==> config.mk <==
export PLATFORM = sky130hd
export DESIGN_NAME = mp_reg_file
export DESIGN_NICKNAME = d
export VERILOG_FILES = /design/src/rtl/mp_reg_file_pkg.sv /design/src/rtl/mp_reg_file_wsel.sv /design/src/rtl/mp_reg_file.sv
export SDC_FILE = /design/constraint.sdc
export NUM_CORES = 2
export LEC_CHECK = 0
export CAP_MARGIN = 20
export CELL_PAD_IN_SITES_DETAIL_PLACEMENT = 1
export CELL_PAD_IN_SITES_GLOBAL_PLACEMENT = 2
export CORE_MARGIN = 2
export CORE_UTILIZATION = 50
export CTS_CLUSTER_SIZE = 25
export DETAILED_ROUTE_END_ITERATION = 7
export PLACE_DENSITY_LB_ADDON = 0.3
export SLEW_MARGIN = 10
export SYNTH_ARGS = -nofsm -noshare
export SYNTH_HDL_FRONTEND = slang
export SYNTH_SLANG_ARGS = --single-unit
==> constraint.sdc <==
create_clock -name clk -period 5.8 [get_ports clk]
set_input_delay 0.58 -clock clk [delete_from_list [all_inputs] [get_ports clk]]
set_output_delay 0.58 -clock clk [all_outputs]
set_load 0.01 [all_outputs]
==> src/rtl/mp_reg_file_pkg.sv <==
// Shared types, default sizes and write-port priority helper for mp_reg_file.
package mp_reg_file_pkg;

    localparam int DEF_DW    = 32;
    localparam int DEF_DEPTH = 32;
    localparam int DEF_NRD   = 4;
    localparam int DEF_NWR   = 2;

    // Upper bound on write ports supported by the priority helper.
    localparam int MAX_NWR = 8;
    localparam int SEL_W   = 3;

    typedef enum logic [0:0] {
        ST_IDLE  = 1'b0,
        ST_CLEAR = 1'b1
    } clr_state_t;

    // Highest-indexed set bit wins; returns 0 when nothing is set.
    function automatic logic [SEL_W-1:0] pick_winner(input logic [MAX_NWR-1:0] hit);
        logic [SEL_W-1:0] win;
        win = '0;
        for (int i = 0; i < MAX_NWR; i++) begin
            win = hit[i] ? SEL_W'(i) : win;
        end
        return win;
    endfunction

endpackage

==> src/rtl/mp_reg_file_wsel.sv <==
// Resolves which write port targets one address: hit, winning data and a
// multi-hit conflict bit. Used per storage entry and per bypassed read port.
module mp_reg_file_wsel
    import mp_reg_file_pkg::*;
#(
    parameter int DW  = DEF_DW,
    parameter int AW  = 5,
    parameter int NWR = DEF_NWR
) (
    input  logic [NWR-1:0]    wr_en,
    input  logic [NWR*AW-1:0] wr_addr,
    input  logic [NWR*DW-1:0] wr_data,
    input  logic [AW-1:0]     tgt_addr,
    output logic              hit,
    output logic              conflict,
    output logic [DW-1:0]     data
);

    logic [MAX_NWR-1:0] hit_vec_s;
    logic [SEL_W-1:0]   sel_s;

    // Per-port address match against this group's target.
    always_comb begin
        hit_vec_s = '0;
        for (int k = 0; k < NWR; k++) begin
            hit_vec_s[k] = wr_en[k] && (wr_addr[k*AW +: AW] == tgt_addr);
        end
    end

    assign sel_s    = pick_winner(hit_vec_s);
    assign hit      = |hit_vec_s;
    // More than one bit set: clearing the lowest set bit leaves something.
    assign conflict = |(hit_vec_s & (hit_vec_s - MAX_NWR'(1)));

    // Data of the winning port.
    always_comb begin
        data = '0;
        for (int k = 0; k < NWR; k++) begin
            data = (int'(sel_s) == k) ? wr_data[k*DW +: DW] : data;
        end
    end

endmodule

==> src/rtl/mp_reg_file.sv <==
// Multi-port register file with write priority, sticky conflict flag and a
// sequenced soft clear. Optional same-cycle bypass: MP_REG_FILE_BYPASS_EN.
module mp_reg_file
    import mp_reg_file_pkg::*;
#(
    parameter int DW       = DEF_DW,
    parameter int DEPTH    = DEF_DEPTH,
    parameter int AW       = $clog2(DEPTH),
    parameter int NRD      = DEF_NRD,
    parameter int NWR      = DEF_NWR,
    parameter int ZERO_REG = 1
) (
    input  logic              clk,
    input  logic              rst_n,
    input  logic [NWR-1:0]    wr_en,
    input  logic [NWR*AW-1:0] wr_addr,
    input  logic [NWR*DW-1:0] wr_data,
    input  logic [NRD*AW-1:0] rd_addr,
    output logic [NRD*DW-1:0] rd_data,
    input  logic              clr_req,
    output logic              clr_busy,
    output logic              clr_done,
    output logic              wr_conflict
);

    // Entry 0 is excluded from writes and conflicts when it is hardwired to zero.
    localparam logic [DEPTH-1:0] ENT_MASK =
        (ZERO_REG != 0) ? {{(DEPTH-1){1'b1}}, 1'b0} : {DEPTH{1'b1}};

    logic [DW-1:0]             mem_r [DEPTH];
    clr_state_t                state_r;
    logic [AW-1:0]             cnt_r;
    logic                      clr_busy_r;
    logic                      clr_done_r;
    logic                      wr_conflict_r;

    logic [DEPTH-1:0]          ent_hit_s;
    logic [DEPTH-1:0]          ent_conf_s;
    logic [DEPTH-1:0]          ent_we_s;
    logic [DEPTH-1:0][DW-1:0]  ent_data_s;
    logic                      any_conf_s;

    for (genvar e = 0; e < DEPTH; e++) begin : g_ent
        mp_reg_file_wsel #(
            .DW  (DW),
            .AW  (AW),
            .NWR (NWR)
        ) u_wsel (
            .wr_en    (wr_en),
            .wr_addr  (wr_addr),
            .wr_data  (wr_data),
            .tgt_addr (AW'(e)),
            .hit      (ent_hit_s[e]),
            .conflict (ent_conf_s[e]),
            .data     (ent_data_s[e])
        );
    end

    assign ent_we_s   = ent_hit_s & ENT_MASK;
    assign any_conf_s = |(ent_conf_s & ENT_MASK);

    // Storage: clear engine owns the array while CLEAR, otherwise normal writes.
    always_ff @(posedge clk or negedge rst_n) begin
        if (!rst_n) begin
            for (int e = 0; e < DEPTH; e++) begin
                mem_r[e] <= '0;
            end
        end else begin
            for (int e = 0; e < DEPTH; e++) begin
                if (state_r == ST_CLEAR) begin
                    if (cnt_r == AW'(e)) begin
                        mem_r[e] <= '0;
                    end
                end else if (ent_we_s[e]) begin
                    mem_r[e] <= ent_data_s[e];
                end
            end
        end
    end

    // Clear sequencer and sticky conflict flag.
    always_ff @(posedge clk or negedge rst_n) begin
        if (!rst_n) begin
            state_r       <= ST_IDLE;
            cnt_r         <= '0;
            clr_busy_r    <= 1'b0;
            clr_done_r    <= 1'b0;
            wr_conflict_r <= 1'b0;
        end else begin
            clr_done_r <= 1'b0;
            case (state_r)
                ST_IDLE: begin
                    wr_conflict_r <= wr_conflict_r | any_conf_s;
                    if (clr_req) begin
                        state_r    <= ST_CLEAR;
                        cnt_r      <= '0;
                        clr_busy_r <= 1'b1;
                    end
                end
                ST_CLEAR: begin
                    if (cnt_r == AW'(DEPTH-1)) begin
                        state_r    <= ST_IDLE;
                        cnt_r      <= '0;
                        clr_busy_r <= 1'b0;
                        clr_done_r <= 1'b1;
                    end else begin
                        cnt_r <= cnt_r + AW'(1);
                    end
                end
                default: begin
                    state_r    <= ST_IDLE;
                    cnt_r      <= '0;
                    clr_busy_r <= 1'b0;
                end
            endcase
        end
    end

    assign clr_busy    = clr_busy_r;
    assign clr_done    = clr_done_r;
    assign wr_conflict = wr_conflict_r;

    for (genvar j = 0; j < NRD; j++) begin : g_rd
        logic [AW-1:0] ra_s;
        logic          ra_zero_s;
        logic [DW-1:0] stored_s;

        assign ra_s      = rd_addr[j*AW +: AW];
        assign ra_zero_s = (ZERO_REG != 0) && (ra_s == '0);
        assign stored_s  = ra_zero_s ? '0 : mem_r[ra_s];

`ifdef MP_REG_FILE_BYPASS_EN
        logic          byp_hit_s;
        logic          byp_conf_s;
        logic [DW-1:0] byp_data_s;

        mp_reg_file_wsel #(
            .DW  (DW),
            .AW  (AW),
            .NWR (NWR)
        ) u_byp (
            .wr_en    (wr_en),
            .wr_addr  (wr_addr),
            .wr_data  (wr_data),
            .tgt_addr (ra_s),
            .hit      (byp_hit_s),
            .conflict (byp_conf_s),
            .data     (byp_data_s)
        );

        // Forward in-flight write data unless the clear engine owns the array.
        assign rd_data[j*DW +: DW] =
            (byp_hit_s && !clr_busy_r && !ra_zero_s) ? byp_data_s : stored_s;
`else
        assign rd_data[j*DW +: DW] = stored_s;
`endif
    end

endmodule

**After elaboration in Yosys (flattened, before gate mapping)**

Index checks and enable logic that the tools add are counted.

- Add/subtract/negate cells: 32
- $mul: 0
- Divide/modulo/power cells: 0
- Magnitude comparators: 4
- Eq/ne operators: 156
- Shift operators: 0
- Muxes and demuxes: 213
- Bitwise gates (word level): 37
- Reductions and logical operators: 192

Operators with widths:

| kind | count |
|---|---|
| $mux 32 | 167 |
| $bmux 32 s5 | 4 |
| $and 2x8->8 | 31 |
| $reduce_or 248->1 | 1 |
| $eq 5x5->1 const B | 48 |
| $eq 5x4->1 const B | 24 |
| $eq 3x2->1 const B | 31 |
| $logic_not 3->1 | 31 |
| $sub 2x1->3 const B | 31 |
| $reduce_and 2->1 | 32 |
| $logic_and 1x1->1 | 62 |
| $ne 2x1->1 const B | 31 |
| $reduce_bool 2->1 | 31 |
| $reduce_or 2->1 | 31 |
| $eq 5x3->1 const B | 12 |
| $mux 1 | 37 |
| $eq 5x2->1 const B | 6 |
| $ge 6x6->1 const B | 4 |
| $not 5->6 | 4 |
| $logic_not 5->1 | 4 |
| $eq 5x1->1 const B | 3 |
| $mux 5 | 2 |
| $pmux 5 s2 | 1 |
| $add 5x1->5 const B | 1 |
| other kinds (4) | 5 |

- Flip-flop bits (word level): 1,001
- Latch bits: 0
- Bits in writable memories: 0
- Memory bits (read-only): 0
- Input port bits: 99
- Word-level logic and storage cells: 670
- Memories: 0

**Longest topological paths before layout**

- Depth in word-level cells: 8
- Mapped depth: 10

**Cells and area by module**

From an unflattened synthesis, not the netlist that was laid out.

- Cell total of the unflattened synthesis: 7,606
- Area total of the unflattened synthesis: 83,761.6 um^2

Modules (own cells, without submodules):

| module | instances | cells each | area each (um^2) | seq. area each (um^2) |
|---|---|---|---|---|
| mp_reg_file | 1 | 5,963 | 67,238.2 | 25,049.0 |
| mp_reg_file_wsel | 31 | 53 | 533.0 | 0.0 |

**Least setup slack after synthesis**

OpenSTA, ideal clock, no wires.

- Path type: input port to output port
- From: in rd_addr[15]
- To: out rd_data[100]
- Data arrival time: 2.543 ns
- Required time: 5.220 ns
- Slack: 2.677 ns
- Stages: 5
- Cells stage by stage: buf_2 -> buf_1 -> mux4_2 -> mux4_2 -> mux2_2

- Longest elaborated chain between the ends: 5
- Elaborated cells between the ends (all ways): 6

Ends and longest elaborated chain:

| what | line | text |
|---|---|---|
| from (decl) | mp_reg_file.sv:18 | `input logic [NRD*AW-1:0] rd_addr,` |
| $not 5->6 (implied by the code) | mp_reg_file.sv:130 | `assign stored_s = ra_zero_s ? '0 : mem_r[ra_s];` |
| $bmux 32 s5 | mp_reg_file.sv:130 |  |
| $mux 32 (implied by the code) (2 in series) | mp_reg_file.sv:130 |  |
| $mux 32 (*) | mp_reg_file.sv:130 |  |
| to (decl) | mp_reg_file.sv:19 | `output logic [NRD*DW-1:0] rd_data,` |

Every way passes the cells marked *; elsewhere a longest branch is shown, timed or not. The select of a mux whose other input is x is not followed.

**Final worst setup path**

- From: in rd_addr[10]
- To: out rd_data[67]

The elaborated chain is that of the path after synthesis.

==> impl_metrics.yaml <==
outcome:
  status: "finished clean"
floorplanning:
  ioPinCount: 230
  core-area_um2: 157000
  die_x_um: 401
  die_h_um: 401
  dieArea_um2: 161000
  rows: 145
  initial_core_util_pct: 50.4
global_routing:
  antenna_found_initial: 24
  grt_usage_pct: 46.1
  grt_overflow: 0
  grt_pass1_vias: 66700
  grt_pass1_wl_um: 526000
  grt_max_degree: 163
routing:
  antenna_left: 0
  via_per_inst: 8.47
  num_vias: 65000
  drt_pass1_iterations: 5
  drcViolationCount: 0
  wl_um: 372000
  drtIter0Drc: 9511
  avgRoutedWirePerCell_um: 48.4
sta:
  rsz0062_at_grt: "false"
  drv_slew: 0
  tightestPinTransition_ns: 1.33
  fin_setup_tns_ns: 0
  clock_skew_ns: 0.0291
  fin_crit_ns: 4.50
  period_share_pct: 77.6
  timing.final.ws_setup_ns: 1.30
  setup_violations: 0
  hold_viol_final: 0
  slew_headroom_pct: 11.2
  fmax_mhz: 222
  holdWs_ns: 0.426
clocking:
  cts.sinks: 1001
  path_clk_slew_ns: 0.06
  hold_buffers: 1
  cts_inserted_buffers: 118
  cts_tree: "yes"
  htree_levels: 3
  clockBufferDepth: 3
  postCtsSetupBuffers: 0
  ctsResizeCount: 0
  clkLatencyLatePin_ns: 0.81
  cts-root-buf: "clkbuf_16"
critical_path:
  cp_max_fo: 57
  required_ns: 5.22
  startpoint_type: "primary input"
  worstPathArrival_ns: 3.92
  cp-end-kind: "output port"
  crit_type: "primary input to output port"
yosys:
  synth_seq_cells: 1001
  netlist_area_um2: 79000
  synth_fp_nets: 5825
  synthArstFlopShare_pct: 100
  post_synth_inst_count: 5720
  synth_cell_types: 51
  yosysWarnings: 0
  yosys_most_used_dff: "dfrtp_1"
  synth_edf_count: 0
  synth_seq_area_share_pct: 31.7
  syn_avg_cell_area_um2: 13.8
final_layout:
  fillers: 14500
  nets: 5611
  final_cells: 7682
  layout_common_cells: "mux4_2, dfrtp_1, mux2i_1"
  final_layout_size_suffix_gt1_share_pct: 35.8
  design_area_um2: 87900
  area_delta_synth_final_pct: 11.4
  post-route-util_pct: 56.2
  final_common_cell: "mux4_2"
power:
  p_leak_nw: 35.6
  pwr_density_cell_nw_per_um2: 346
  power.total_mw: 30.5
  ir_drop_uv: 283
placement:
  gp_congestion: 0.929
  dpl.hpwl_um: 209000
  dp_slack_ns: 1.36
  io_buffers: 229
  post_dp_cell_area_um2: 83600
  place_inst: 7440
min_path:
  hold_path_class: "primary input to async pin"
flow_run:
  maxCapViolations: 0
-- flip-flops by register name, summed over array words and instances, names as in the netlist --
signal,count
wr_conflict,1
mem_r,992
cnt_r,5
clr_busy,1
state_r,1
clr_done,1
-- where the power goes --
group	leakage [nW]	switching, mW	internal, mW
sequential	13.7	2.56	8.84
clock	2.03	3.55	4.74
combinational	19.8	4.74	6.02
-- final cells by class --
| class | count | area (um2) | share of cell area, % |
|---|---|---|---|
| antenna | 17 | 42.5 | 0.0484 |
| sequential | 1001 | 25000 | 28.5 |
| inverter | 12 | 45.0 | 0.0512 |
| clock buffer | 148 | 3290 | 3.74 |
| multi-input combinational | 3875 | 50900 | 57.9 |
| clock inverter | 73 | 911 | 1.04 |
| timing repair buffer | 498 | 5120 | 5.82 |
| tap | 2058 | 2570 | 2.93 |
-- cells in the mapped netlist, drive strengths merged, types with 2 or more instances --
cell,n,area [um2]
nor2,26,100
mux2i,992,9930
ha,6,75.1
and4,3,26.3
nor2b,11,68.8
and2,20,125
dfrtp,1001,25000
and4b,6,60.1
nor4,2,12.5
nand2b,6,37.5
nand4b,6,52.6
o21ai,119,603
o2bb2ai,896,7850
o31ai,2,15.0
nand2,108,405
and3,7,43.8
nor4bb,6,60.1
buf,378,1950
nor4b,2,30.0
nand4,9,56.3
nand3,46,230
xnor2,2,17.5
a21oi,4,20.0
mux2,256,2880
a221o,2,20.0
a32oi,2,17.5
o22ai,4,25.0
a22o,127,1110
mux4,1152,25900
a22oi,2,15.0
a21o,14,105
clkbuf,454,1700
nor3,4,20.0
a21boi,22,173
inv,12,45.0
a31oi,4,25.0
-- cells by family (layout without fill, tap and decap cells) --
family,after synthesis,in the layout,share of synthesized area [%]
DFF,1001,1001,31.7
buffers and inverters,844,731,4.69
muxes,2400,2400,49.1
AOI/OAI and AO/OA,1203,1203,12.7
adders and majority gates,6,6,0.0951
and+or+nand+nor,264,264,1.71
xor gates and xnor gates,2,2,0.0222
other,0,17,0
-- final timing paths --
check / from / slack, ns / to / depth (start not counted)
max in group asynchronous: rst_n / 3.85 / mem_r[244]$_DFFE_PN0P_ / 3
hold / removal: rst_n / 0.43 / mem_r[991]$_DFFE_PN0P_ / 2
min in group clk: wr_data[35] / 0.47 / mem_r[355]$_DFFE_PN0P_ / 3
hold reg to reg: mem_r[185]$_DFFE_PN0P_ / 0.54 / mem_r[185]$_DFFE_PN0P_ / 2
setup reg to reg: state_r$_DFF_PN0_ / 2.16 / mem_r[272]$_DFFE_PN0P_ / 8
setup / recovery: rd_addr[10] / 1.30 / rd_data[67] / 6
-- metal layers --
layer  vias up  share of wire [%]  global-route usage, %
met5         -              0.048                      0
met2      5863                 43                   65.4
li1      23400                  -                      -
met3      1791                 14                   17.4
met1     34000                 34                   57.4
met4        28                9.1                   34.1
-- critical path, stage by stage --
cell and delay [ns]:
buf_8 0.50, buf_4 0.54, mux4_2 0.56, mux4_2 0.51
mux2_2 0.35, clkdlybuf4s50_1 0.64
(Power assumes the default switching activity.)
